[src/rtl/ring_buffer_reader.sv]
// ring_buffer_reader
// Drains a programmable number of sets from a ring buffer. Each set is one
// buffer entry of DATA_OF_SET elements, which is streamed out one element per
// valid/ready handshake, element 0 first.
//
// Ports
//   clk        : single clock, all state on the rising edge
//   rst        : asynchronous active-low reset
//   start      : one-cycle command pulse (ignored while busy)
//   num_sets   : number of sets to drain, sampled with start
//   busy       : command in progress (FETCH, CAPTURE, SEND)
//   done       : one-cycle completion pulse
//   buf_empty  : ring buffer empty flag
//   buf_ren    : ring buffer read enable
//   buf_dout   : ring buffer read data, valid the cycle after an accepted read
//   out_valid  : element stream valid
//   out_ready  : downstream ready
//   out_data   : current element
//   out_last   : current element is the final element of the final set
module ring_buffer_reader #(
   parameter int DATA_OF_SET = 4,
   parameter int DATA_WIDTH  = 8,
   parameter int CNT_WIDTH   = 8
) (
   input  logic                                   clk,
   input  logic                                   rst,
   input  logic                                   start,
   input  logic [CNT_WIDTH-1:0]                   num_sets,
   output logic                                   busy,
   output logic                                   done,
   input  logic                                   buf_empty,
   output logic                                   buf_ren,
   input  logic [DATA_OF_SET-1:0][DATA_WIDTH-1:0] buf_dout,
   output logic                                   out_valid,
   input  logic                                   out_ready,
   output logic [DATA_WIDTH-1:0]                  out_data,
   output logic                                   out_last
);

   localparam int IDX_W = (DATA_OF_SET > 1) ? $clog2(DATA_OF_SET) : 1;
   localparam logic [IDX_W-1:0] IDX_LAST = IDX_W'(DATA_OF_SET - 1);

   typedef enum logic [2:0] {
      IDLE    = 3'd0,
      FETCH   = 3'd1,
      CAPTURE = 3'd2,
      SEND    = 3'd3,
      DONE    = 3'd4
   } state_t;

   state_t                                 state_r;
   state_t                                 state_nxt_s;
   logic [CNT_WIDTH-1:0]                   num_sets_r;
   logic [CNT_WIDTH-1:0]                   set_cnt_r;
   logic [CNT_WIDTH-1:0]                   set_cnt_inc_s;
   logic [IDX_W-1:0]                       idx_r;
   logic [DATA_OF_SET-1:0][DATA_WIDTH-1:0] set_reg_r;
   logic                                   load_cmd_s;
   logic                                   capture_s;
   logic                                   xfer_s;
   logic                                   last_elem_s;

   assign set_cnt_inc_s = set_cnt_r + CNT_WIDTH'(1);
   assign last_elem_s   = (idx_r == IDX_LAST);

   // State register.
   always_ff @(posedge clk or negedge rst) begin
      if (!rst) begin
         state_r <= IDLE;
      end else begin
         state_r <= state_nxt_s;
      end
   end

   // Next-state decode and all outputs; outputs are pure decodes of state and
   // registered datapath, except buf_ren which must follow buf_empty directly.
   always_comb begin
      state_nxt_s = state_r;
      busy        = 1'b0;
      done        = 1'b0;
      buf_ren     = 1'b0;
      out_valid   = 1'b0;
      out_data    = {DATA_WIDTH{1'b0}};
      out_last    = 1'b0;
      load_cmd_s  = 1'b0;
      capture_s   = 1'b0;
      xfer_s      = 1'b0;
      case (state_r)
         IDLE: begin
            if (start) begin
               if (num_sets != {CNT_WIDTH{1'b0}}) begin
                  load_cmd_s  = 1'b1;
                  state_nxt_s = FETCH;
               end else begin
                  // Zero-length command completes without touching the buffer.
                  state_nxt_s = DONE;
               end
            end else begin
               state_nxt_s = IDLE;
            end
         end
         FETCH: begin
            busy    = 1'b1;
            buf_ren = !buf_empty;
            if (!buf_empty) begin
               state_nxt_s = CAPTURE;
            end else begin
               state_nxt_s = FETCH;
            end
         end
         CAPTURE: begin
            busy        = 1'b1;
            capture_s   = 1'b1;
            state_nxt_s = SEND;
         end
         SEND: begin
            busy      = 1'b1;
            out_valid = 1'b1;
            out_data  = set_reg_r[idx_r];
            out_last  = last_elem_s && (set_cnt_r == (num_sets_r - CNT_WIDTH'(1)));
            xfer_s    = out_ready;
            if (out_ready && last_elem_s) begin
               if (set_cnt_inc_s == num_sets_r) begin
                  state_nxt_s = DONE;
               end else begin
                  state_nxt_s = FETCH;
               end
            end else begin
               state_nxt_s = SEND;
            end
         end
         DONE: begin
            done        = 1'b1;
            state_nxt_s = IDLE;
         end
         default: begin
            state_nxt_s = IDLE;
         end
      endcase
   end

   // Command, set counter, element index and captured set register.
   always_ff @(posedge clk or negedge rst) begin
      if (!rst) begin
         num_sets_r <= {CNT_WIDTH{1'b0}};
         set_cnt_r  <= {CNT_WIDTH{1'b0}};
         idx_r      <= {IDX_W{1'b0}};
         set_reg_r  <= {(DATA_OF_SET*DATA_WIDTH){1'b0}};
      end else begin
         if (load_cmd_s) begin
            num_sets_r <= num_sets;
            set_cnt_r  <= {CNT_WIDTH{1'b0}};
         end else if (xfer_s && last_elem_s) begin
            set_cnt_r <= set_cnt_inc_s;
         end
         if (capture_s) begin
            set_reg_r <= buf_dout;
            idx_r     <= {IDX_W{1'b0}};
         end else if (xfer_s) begin
            // Wrap explicitly so a non-power-of-two set never indexes past the end.
            idx_r <= last_elem_s ? {IDX_W{1'b0}} : (idx_r + IDX_W'(1));
         end
      end
   end

endmodule

[config.mk]
export PLATFORM = sky130hd
export DESIGN_NAME = ring_buffer_reader
export DESIGN_NICKNAME = d
export VERILOG_FILES = /design/src/rtl/ring_buffer_reader.sv
export SDC_FILE = /design/constraint.sdc
export NUM_CORES = 1
export LEC_CHECK = 0
export BUFFER_PORTS_ARGS = -buffer_cell sky130_fd_sc_hd__buf_4
export CAP_MARGIN = 10
export CORE_MARGIN = 2
export CORE_UTILIZATION = 58
export CTS_BUF_LIST = sky130_fd_sc_hd__clkbuf_16
export CTS_CLUSTER_DIAMETER = 100
export DETAILED_ROUTE_END_ITERATION = 7
export GPL_TIMING_DRIVEN = 0
export MAX_ROUTING_LAYER = met4
export PLACE_DENSITY_LB_ADDON = 0.25
export RECOVER_POWER = 25
export SLEW_MARGIN = 10
export SYNTH_ARGS = -nofsm -noshare
export SYNTH_HDL_FRONTEND = slang
export SYNTH_SLANG_ARGS = --single-unit
[constraint.sdc]
create_clock -name clk -period 3.57 [get_ports clk]
set_input_delay 0.1785 -clock clk [delete_from_list [all_inputs] [get_ports clk]]
set_output_delay 0.1785 -clock clk [all_outputs]
set_load 0.02 [all_outputs]
==> impl_metrics.env, run 1 <==
export IMPL_io_buffers=57
export IMPL_synth_edff_count=0
export IMPL_yosysUniqueCellTypes=35
export IMPL_synth_async_reset_ratio_pct=100.0
export IMPL_antennaDiodeCount=0
export IMPL_finalHoldViolCount=0
export IMPL_rsz0062_at_grt="false"
export IMPL_fin_crit_ns=2.417
export IMPL_setup_viol=0
export IMPL_totalWireLength_um=5738
export IMPL_crit_type="reg2out"
export IMPL_dpl_hpwl_um=4149
export IMPL_gp_congestion=0.9021
export IMPL_ys_ff_latch=53
export IMPL_report_final_slew_viol_count=0
export IMPL_hold_slack_ns=0.09580
export IMPL_timing_fmax_ghz=0.4137
export IMPL_status="finished clean"
export IMPL_io_pins=58
export IMPL_start_util_pct=59.30
export IMPL_insertion_delay_ns=0.29
export IMPL_rows=25
export IMPL_syn_area_mm2=0.002745
export IMPL_yosys_most_used_dff="dfrtp_1"
export IMPL_numCtsBuffers=5
export IMPL_crit_slowest_cell="or4_2"
export IMPL_cts_root_buf="clkbuf_16"
export IMPL_totalPowerFinal_mw=2.726
export IMPL_crit_fanout=7
export IMPL_antenna_found_initial=0
export IMPL_via_per_inst=5.702
export IMPL_path_cells="or4_2 -> nor2_1 -> xnor2_1 -> nor3_1 -> and4_1 -> buf_4"
export IMPL_multi_input_area_mm2=0.001349
export IMPL_grt_ovfl_total=0
export IMPL_syn_nets=277
export IMPL_slew_headroom_pct=15.86
export IMPL_synth_top_area_share_pct=48.31
export IMPL_p_leak_nw=1.480
export IMPL_synth_seq_area_share_pct=48.31
export IMPL_yosysWarnings=0
export IMPL_firstDrtPassIters=4
export IMPL_tightestPinTransition_ns=1.262
export IMPL_wl_per_cell_um=16.44
export IMPL_die_h_um=72.80
export IMPL_worst_path_buf_inv=1
export IMPL_num_vias=1990
export IMPL_cts_resized_gates=0
export IMPL_core_area_mm2=0.004629
export IMPL_ir_drop_mv=0.5637
export IMPL_syn_inst=229
export IMPL_clkSlewWorstSetupHoldPaths_ns=0.06
export IMPL_drc=0
export IMPL_grt_max_degree=54
export IMPL_post_cts_setup_buffers=0
export IMPL_grt_pass1_vias=2046
export IMPL_grt_util_all_layers_pct=24.58
export IMPL_nets=342
export IMPL_cp_required_ns=3.39
export IMPL_ff_latch_area_mm2=0.001326
export IMPL_clk_path_buf_depth=2
export IMPL_fin_crit_sh_pct=67.71
export IMPL_syn_area_per_cell_um2=11.99
export IMPL_fillCellCount=331
export IMPL_synthTopCellsByCount="53 x dfrtp_1, 36 x mux2_2, 17 x nor2_1"
export IMPL_crit_family="simple AND/OR/NAND/NOR gates"
export IMPL_synth_largest_area_cell="dfrtp_1"
export IMPL_powerDensity_mw_per_mm2=804.4
export IMPL_slowest_delay_ns=0.71
export IMPL_crit_path_start_kind="flop"
export IMPL_final_antenna_net_count=0
export IMPL_maxCapViolations=0
export IMPL_grt_pass1_wl_um=9446
export IMPL_cts_sinks=53
export IMPL_die_w_um=72.80
export IMPL_die_area_mm2=0.005299
export IMPL_skew_ns=0.003839
export IMPL_yosys_cell_count_top_type="dfrtp_1"
export IMPL_setup_tns_final_ns=0
export IMPL_area_growth_pct=23.47
export IMPL_crit_arrival_ns=2.24
export IMPL_ctsHtreeMaxLevel=2
export IMPL_layout_drive_gt1_share_pct=38.64
export IMPL_synth_area_leaders="dfrtp_1 48%, mux2_2 15%, mux4_2 6.6%"
export IMPL_drtIter0Drc=94
export IMPL_end_kind="primary output"
export IMPL_hp_class="in2reg"
export IMPL_cts_tree="built"
-- flip-flops by register name, indices dropped and copies added (netlist names) --
name	count
idx_r	2
set_reg_r	32
num_sets_r	8
state_r	3
set_cnt_r	8
-- routing by layer --
layer  global-route usage, %  wire (um)
met5                       -          0
met4                   10.49        137
met1                   29.04       2429
met3                   5.387        244
met2                   40.71       2926
-- worst paths after layout --
kind | start | end | slack, ns | cells after the start
worst max-delay path | num_sets_r[2] | out_last | 1.15 | 6
worst min-delay path | num_sets[3] | num_sets_r[3] | 0.1 | 3
worst max register to register | state_r[0] | set_reg_r[11] | 1.32 | 4
worst min register to register | set_reg_r[22] | set_reg_r[22] | 0.50 | 1
max in group asynchronous | rst | num_sets_r[1] | 2.11 | 2
min in group asynchronous | rst | set_cnt_r[4] | 0.69 | 2
-- worst min-delay path, cell delays in order --
cell and delay (ns):
buf_4 0.08, nand2_1 0.03, o21ai_0 0.05
-- report_power, final --
group / switching, mW / internal, mW
logic: 0.540 / 0.659
registers: 0.197 / 0.862
clock network: 0.211 / 0.258
-- through the flow --
stage | setup WS, ns | utilization, % | instances | instance area, um^2
2_1_floorplan | 1.610 | - | 229 | 2745
3_3_place_gp | 1.390 | 70.00 | 340 | 3241
3_5_place_dp | 1.330 | 70.00 | 340 | 3241
4_1_cts | 1.161 | 73.27 | 349 | 3392
5_1_grt | 1.039 | 73.22 | 349 | 3390
6_report | 1.153 | 73.22 | 349 | 3390
-- layout make-up --
type	instances	share of cell area, %
Buffer	10	1.403
Tap cell	54	1.993
Clock inverter	3	0.4799
Timing Repair Buffer	58	12.85
Multi-Input combinational cell	160	39.79
Inverter	6	0.6645
Sequential cell	53	39.13
Clock buffer	5	3.691
-- cells by family after synthesis --
| logic type | synth area share [%] |
|---|---|
| simple gates | 14.59 |
| flops | 48.31 |
| mux | 21.33 |
| xor+xnor | 8.250 |
| buf+inv | 2.552 |
| compound gates | 3.601 |
| fa+ha+maj | 1.368 |
-- cell usage in the layout (no fill, tap or decap), types with 2 or more instances in the layout --
cell,count
a21oi_1,3
and2_1,9
and4_1,3
buf_2,2
buf_4,58
clkbuf_1,5
clkbuf_16,5
clkinv_1,2
dfrtp_1,53
ha_1,3
inv_1,6
mux2_2,36
mux4_2,8
nand2_1,13
nand2b_1,2
nand3_1,5
nand3b_1,5
nand4_1,4
nor2_1,17
nor3_1,3
nor4b_1,3
o21ai_0,7
or4_1,4
xnor2_1,16
xor2_1,8
-- timing repair --
item                       CTS  global route
hold endpoints to repair    53             0
setup endpoints to repair    0             0
hold buffers                 1             0
No activity file was read; power rests on OpenSTA's default activity.
==> inputs of run 2 (changes only) <==
- CORE_UTILIZATION: 58 -> 54
- clock period: 3.57 -> 2.45 ns (I/O delays scaled with it)
==> impl_metrics.env, run 2 (synthesis results as in run 1) <==
export IMPL_grt_pass1_wl_um=9170
export IMPL_grt_util_all_layers_pct=22.42
export IMPL_skew_ns=0.009278
export IMPL_final_cell_mix="58 x buf_4, 53 x dfrtp_1, 36 x mux2_2, 17 x nor2_1, 16 x xnor2_1"
export IMPL_die_h_um=75.30
export IMPL_gp_congestion=0.9159
export IMPL_dpl_hpwl_um=4315
export IMPL_finalHoldViolCount=0
export IMPL_grt_pass1_vias=1983
export IMPL_r2r_start="state_r[0]"
export IMPL_rsz0062_at_grt="false"
export IMPL_slew_headroom_pct=14.56
export IMPL_area_growth_pct=25.07
export IMPL_insertion_delay_ns=0.29
export IMPL_nets=342
export IMPL_crit_type="reg2out"
export IMPL_tightestPinTransition_ns=1.282
export IMPL_clkSlewWorstSetupHoldPaths_ns=0.07
export IMPL_maxCapViolations=0
export IMPL_drc=0
export IMPL_grt_ovfl_total=0
export IMPL_worstReg2RegEnd="set_reg_r[20]"
export IMPL_firstDrtPassIters=4
export IMPL_ir_drop_mv=0.7217
export IMPL_cts_tree="built"
export IMPL_hold_path_end="num_sets_r[3]"
export IMPL_p_leak_nw=1.486
export IMPL_timing_fmax_ghz=0.4294
export IMPL_end_kind="primary output"
export IMPL_crit_arrival_ns=2.21
export IMPL_grt_max_degree=54
export IMPL_fin_util_pct=71.27
export IMPL_die_area_mm2=0.005670
export IMPL_die_w_um=75.30
export IMPL_min_from="num_sets[3]"
export IMPL_powerDensity_mw_per_mm2=1172
export IMPL_ctsHtreeMaxLevel=2
export IMPL_mostFrequentLayoutCell="buf_4"
export IMPL_antennaDiodeCount=0
export IMPL_clk_path_buf_depth=2
export IMPL_fin_crit_sh_pct=95.06
export IMPL_drtIter0Drc=157
export IMPL_reg2reg_setup_slack_ns=0.28
export IMPL_cts_sinks=53
export IMPL_io_pins=58
export IMPL_crit_path_start_kind="flop"
export IMPL_reg_top3="set_reg_r (32), num_sets_r (8), set_cnt_r (8)"
export IMPL_largest_register_ffs=32
export IMPL_io_buffers=57
export IMPL_setup_tns_final_ns=0
export IMPL_setup_viol=0
export IMPL_totalWireLength_um=5907
export IMPL_cts_root_buf="clkbuf_16"
export IMPL_report_final_slew_viol_count=0
export IMPL_numCtsBuffers=5
export IMPL_crit_fanout=7
export IMPL_status="finished clean"
export IMPL_r2r_cells=4
export IMPL_antenna_found_initial=0
export IMPL_wl_per_cell_um=16.32
export IMPL_regMostFlops="set_reg_r"
export IMPL_cp_required_ns=2.33
export IMPL_hp_class="in2reg"
export IMPL_num_vias=2031
export IMPL_fin_crit_ns=2.329
export IMPL_core_area_mm2=0.004817
export IMPL_final_antenna_net_count=0
export IMPL_layout_drive_gt1_share_pct=40.00
export IMPL_whs_path_depth=3
export IMPL_start_util_pct=56.99
export IMPL_rows=25
export IMPL_via_per_inst=5.610
-- run 2: cell types whose count changed in the layout (fill, tap and decap cells not counted), sizes merged --
cell,before,now
clkbuf,11,10
clkdlybuf4s15,0,1
clkinv,2,1
clkinvlp,0,1
-- run 2: metal layers --
| layer | vias up | global-route usage (%) | routed length, um |
|---|---|---|---|
| li1 | 949 | - | - |
| met1 | 1022 | 29.85 | 2521 |
| met2 | 53 | 35.56 | 3053 |
| met3 | 7 | 4.101 | 260 |
| met4 | 0 | 6.433 | 72 |
| met5 | - | - | 0 |
-- run 2: how the worst max path moves through the flow --
| stage | to | slack, ns | cells after the start | from |
|---|---|---|---|---|
| floorplan | state_r[0] | 0.49 | 6 | set_cnt_r[0] |
| global route | out_last | 0.005 | 6 | num_sets_r[2] |
| CTS | out_data[4] | 0.11 | 4 | idx_r[0] |
| finish | out_last | 0.12 | 6 | num_sets_r[2] |
| detailed placement | num_sets_r[5] | 0.23 | 5 | state_r[2] |
| global placement | num_sets_r[0] | 0.30 | 5 | state_r[2] |
-- run 2: power by group --
group,leakage [nW],switching (mW),internal [mW]
registers,0.647,0.300,1.26
clock network,0.0704,0.318,0.384
logic,0.768,0.797,0.968
-- run 2: through the flow --
| step | total power [mW] | hold WS, ns | setup WS (ns) | instances | instance area (um^2) |
|---|---|---|---|---|---|
| 6_report | 4.024 | 0.04134 | 0.1209 | 362 | 3433 |
| 3_5_place_dp | 3.314 | 0.1990 | 0.2305 | 353 | 3257 |
| 5_1_grt | 4.278 | 0.05376 | 0.004747 | 362 | 3433 |
| 4_1_cts | 4.023 | 0.03805 | 0.1052 | 362 | 3417 |
| 2_1_floorplan | 2.776 | -0.1731 | 0.4903 | 229 | 2745 |
| 3_3_place_gp | 3.225 | 0.2007 | 0.3041 | 353 | 3257 |
-- run 2: layout make-up --
class	instances	area, um^2
fill	387	1384
multi-input combinational	160	1361
sequential	53	1326
timing repair buffer	58	435.4
clock buffer	5	125.1
tap	67	83.83
buffer	10	53.80
clock inverter	3	25.02
inverter	6	22.52
-- run 2: repair_timing --
item / in CTS / in global routing
buffers inserted: 0 / 0
hold endpoints to repair: 53 / 0
endpoints found under the setup margin: 0 / 4
gates resized for setup: 0 / 4
hold buffers: 1 / 0
-- run 2: critical path: stages (launching register included) --
cell	delay [ns]
dfrtp_1	0.45
or4_2	0.72
nor2_1	0.14
xnor2_1	0.08
nor3_1	0.19
and4_1	0.20
buf_4	0.14
==> inputs of run 3 (changes only) <==
- CORE_MARGIN: 2 -> 4
- GPL_TIMING_DRIVEN: 0 -> unset
==> impl_metrics.env, run 3 (synthesis results as in run 1) <==
export IMPL_crit_fanout=7
export IMPL_final_cell_mix="62 x buf_4, 53 x dfrtp_1, 36 x mux2_2, 16 x xnor2_1, 16 x nor2_1"
export IMPL_seqPwrFrac_pct=38.8
export IMPL_antenna_found_initial=0
export IMPL_antennaDiodeCount=0
export IMPL_regMostFlops="set_reg_r"
export IMPL_cp_required_ns=2.33
export IMPL_dpl_hpwl_um=4218
export IMPL_die_h_um=79.30
export IMPL_cts_tree="built"
export IMPL_ir_drop_mv=0.6718
export IMPL_cts_root_buf="clkbuf_16"
export IMPL_cts_resized_gates=0
export IMPL_finalHoldViolCount=0
export IMPL_skew_ns=0.005145
export IMPL_drc=0
export IMPL_rsz0062_at_grt="false"
export IMPL_post_cts_setup_buffers=0
export IMPL_wl_per_cell_um=16.58
export IMPL_powerDensity_mw_per_mm2=1170
export IMPL_rows=25
export IMPL_core_area_mm2=0.004817
export IMPL_worst_slack_ns=0.1165
export IMPL_grt_max_degree=54
export IMPL_clkSlewWorstSetupHoldPaths_ns=0.07
export IMPL_pre_cts_slack_ns=0.3360
export IMPL_crit_slowest_cell="or4_2"
export IMPL_timing_fmax_ghz=0.4285
export IMPL_io_buffers=57
export IMPL_ctsHtreeMaxLevel=2
export IMPL_hp_class="in2reg"
export IMPL_fin_crit_ns=2.333
export IMPL_setup_viol=0
export IMPL_insertion_delay_ns=0.29
export IMPL_fin_util_pct=70.70
export IMPL_crit_arrival_ns=2.21
export IMPL_num_vias=1993
export IMPL_report_final_slew_viol_count=0
export IMPL_combPwrFrac_pct=44.1
export IMPL_clock_power_share_pct=17.2
export IMPL_cts_sinks=53
export IMPL_crit_path_start_kind="flop"
export IMPL_maxCapViolations=0
export IMPL_status="finished clean"
export IMPL_slowest_delay_ns=0.71
export IMPL_crit_type="reg2out"
export IMPL_setup_tns_final_ns=0
export IMPL_p_int_mw=2.615
export IMPL_grt_pass1_vias=2012
export IMPL_start_util_pct=56.99
export IMPL_drtIter0Drc=118
export IMPL_io_pins=58
export IMPL_ff_latch_area_mm2=0.001326
export IMPL_grt_ovfl_total=0
export IMPL_swShare_pct=34.37
export IMPL_die_w_um=79.30
export IMPL_reg_top3="set_reg_r (32), num_sets_r (8), set_cnt_r (8)"
export IMPL_worst_path_buf_inv=1
export IMPL_slew_headroom_pct=13.77
export IMPL_end_kind="primary output"
export IMPL_fin_crit_sh_pct=95.24
export IMPL_numCtsBuffers=5
export IMPL_die_area_mm2=0.006288
export IMPL_firstDrtPassIters=4
export IMPL_crit_family="simple AND/OR/NAND/NOR gates"
export IMPL_layout_drive_gt1_share_pct=40.21
export IMPL_tightestPinTransition_ns=1.294
export IMPL_p_leak_nw=1.482
export IMPL_multi_input_area_mm2=0.001351
export IMPL_nets=338
export IMPL_grt_util_all_layers_pct=20.89
export IMPL_power_switching_mw=1.370
export IMPL_grt_pass1_wl_um=9867
export IMPL_final_antenna_net_count=0
export IMPL_via_per_inst=5.567
export IMPL_path_cells="or4_2 -> nor4_1 -> xnor2_1 -> and4_1 -> buf_4"
export IMPL_gp_congestion=0.8847
export IMPL_fillCellCount=365
export IMPL_largest_register_ffs=32
export IMPL_mostFrequentLayoutCell="buf_4"
export IMPL_area_growth_pct=24.07
export IMPL_clk_path_buf_depth=2
export IMPL_totalWireLength_um=5935
[run 3: cell count changes in the layout (fill, tap and decap cells not counted), moves of 2 or more]
cell,previous run,this run
buf_2,2,0
clkbuf_1,4,0
buf_4,58,62
clkinv_1,0,2
[run 3: path summary, 6_finish.rpt]
| path | from | end | slack, ns | depth (start not counted) |
|---|---|---|---|---|
| hold reg to reg | set_reg_r[25] | set_reg_r[25] | 0.51 | 1 |
| max in group asynchronous | rst | num_sets_r[0] | 1.02 | 2 |
| setup / recovery | num_sets_r[2] | out_last | 0.12 | 5 |
| min in group asynchronous | rst | num_sets_r[4] | 0.65 | 2 |
| hold / removal | num_sets[1] | num_sets_r[1] | 0.05 | 3 |
| setup reg to reg | set_cnt_r[0] | state_r[0] | 0.28 | 6 |
[run 3: timing repair]
item	4_1_cts	5_1_grt
hold endpoints to repair	53	0
endpoints found under the setup margin	0	0
hold buffers	1	0
[run 3: area by class of cell]
type	count	area share [%]
Sequential cell	53	38.94
Multi-Input combinational cell	160	39.68
Clock buffer	5	3.674
Clock inverter	3	0.4776
Inverter	6	0.6613
Tap cell	67	2.461
Timing Repair Buffer	64	14.11
[run 3: through the flow]
step / power, mW / instances / hold slack (ns) / area, um^2
2_1_floorplan: 2.776 / 229 / -0.1731 / 2745
3_3_place_gp: 3.247 / 349 / 0.2040 / 3257
3_5_place_dp: 3.304 / 349 / 0.2062 / 3257
4_1_cts: 4.009 / 358 / 0.05093 / 3408
5_1_grt: 4.255 / 358 / 0.05607 / 3406
6_report: 3.984 / 358 / 0.05427 / 3406
[run 3: worst reg2reg max path, cell delays in order (launching register included)]
cell	delay [ns]
dfrtp_1	0.45
ha_1	0.28
nand3_1	0.22
xnor2_1	0.20
or4_1	0.55
a311oi_2	0.27
o21ai_0	0.10
[run 3: power by group through the flow]
stage	clock network, mW	logic (mW)	registers [mW]
finish	0.684	1.76	1.55
global route	0.739	1.92	1.60
CTS	0.699	1.77	1.54
detailed placement	0	1.75	1.55
global placement	0	1.72	1.52
floorplan	0	1.32	1.45
[run 3: layer usage]
layer  global-route usage, %  vias to the layer above  share of wire [%]
met5                       -                        -                  0
met4                   5.842                        0               0.57
met3                   4.308                        4                5.4
met2                   32.49                       60                 50
met1                   28.10                      989                 44
li1                        -                      940                  -
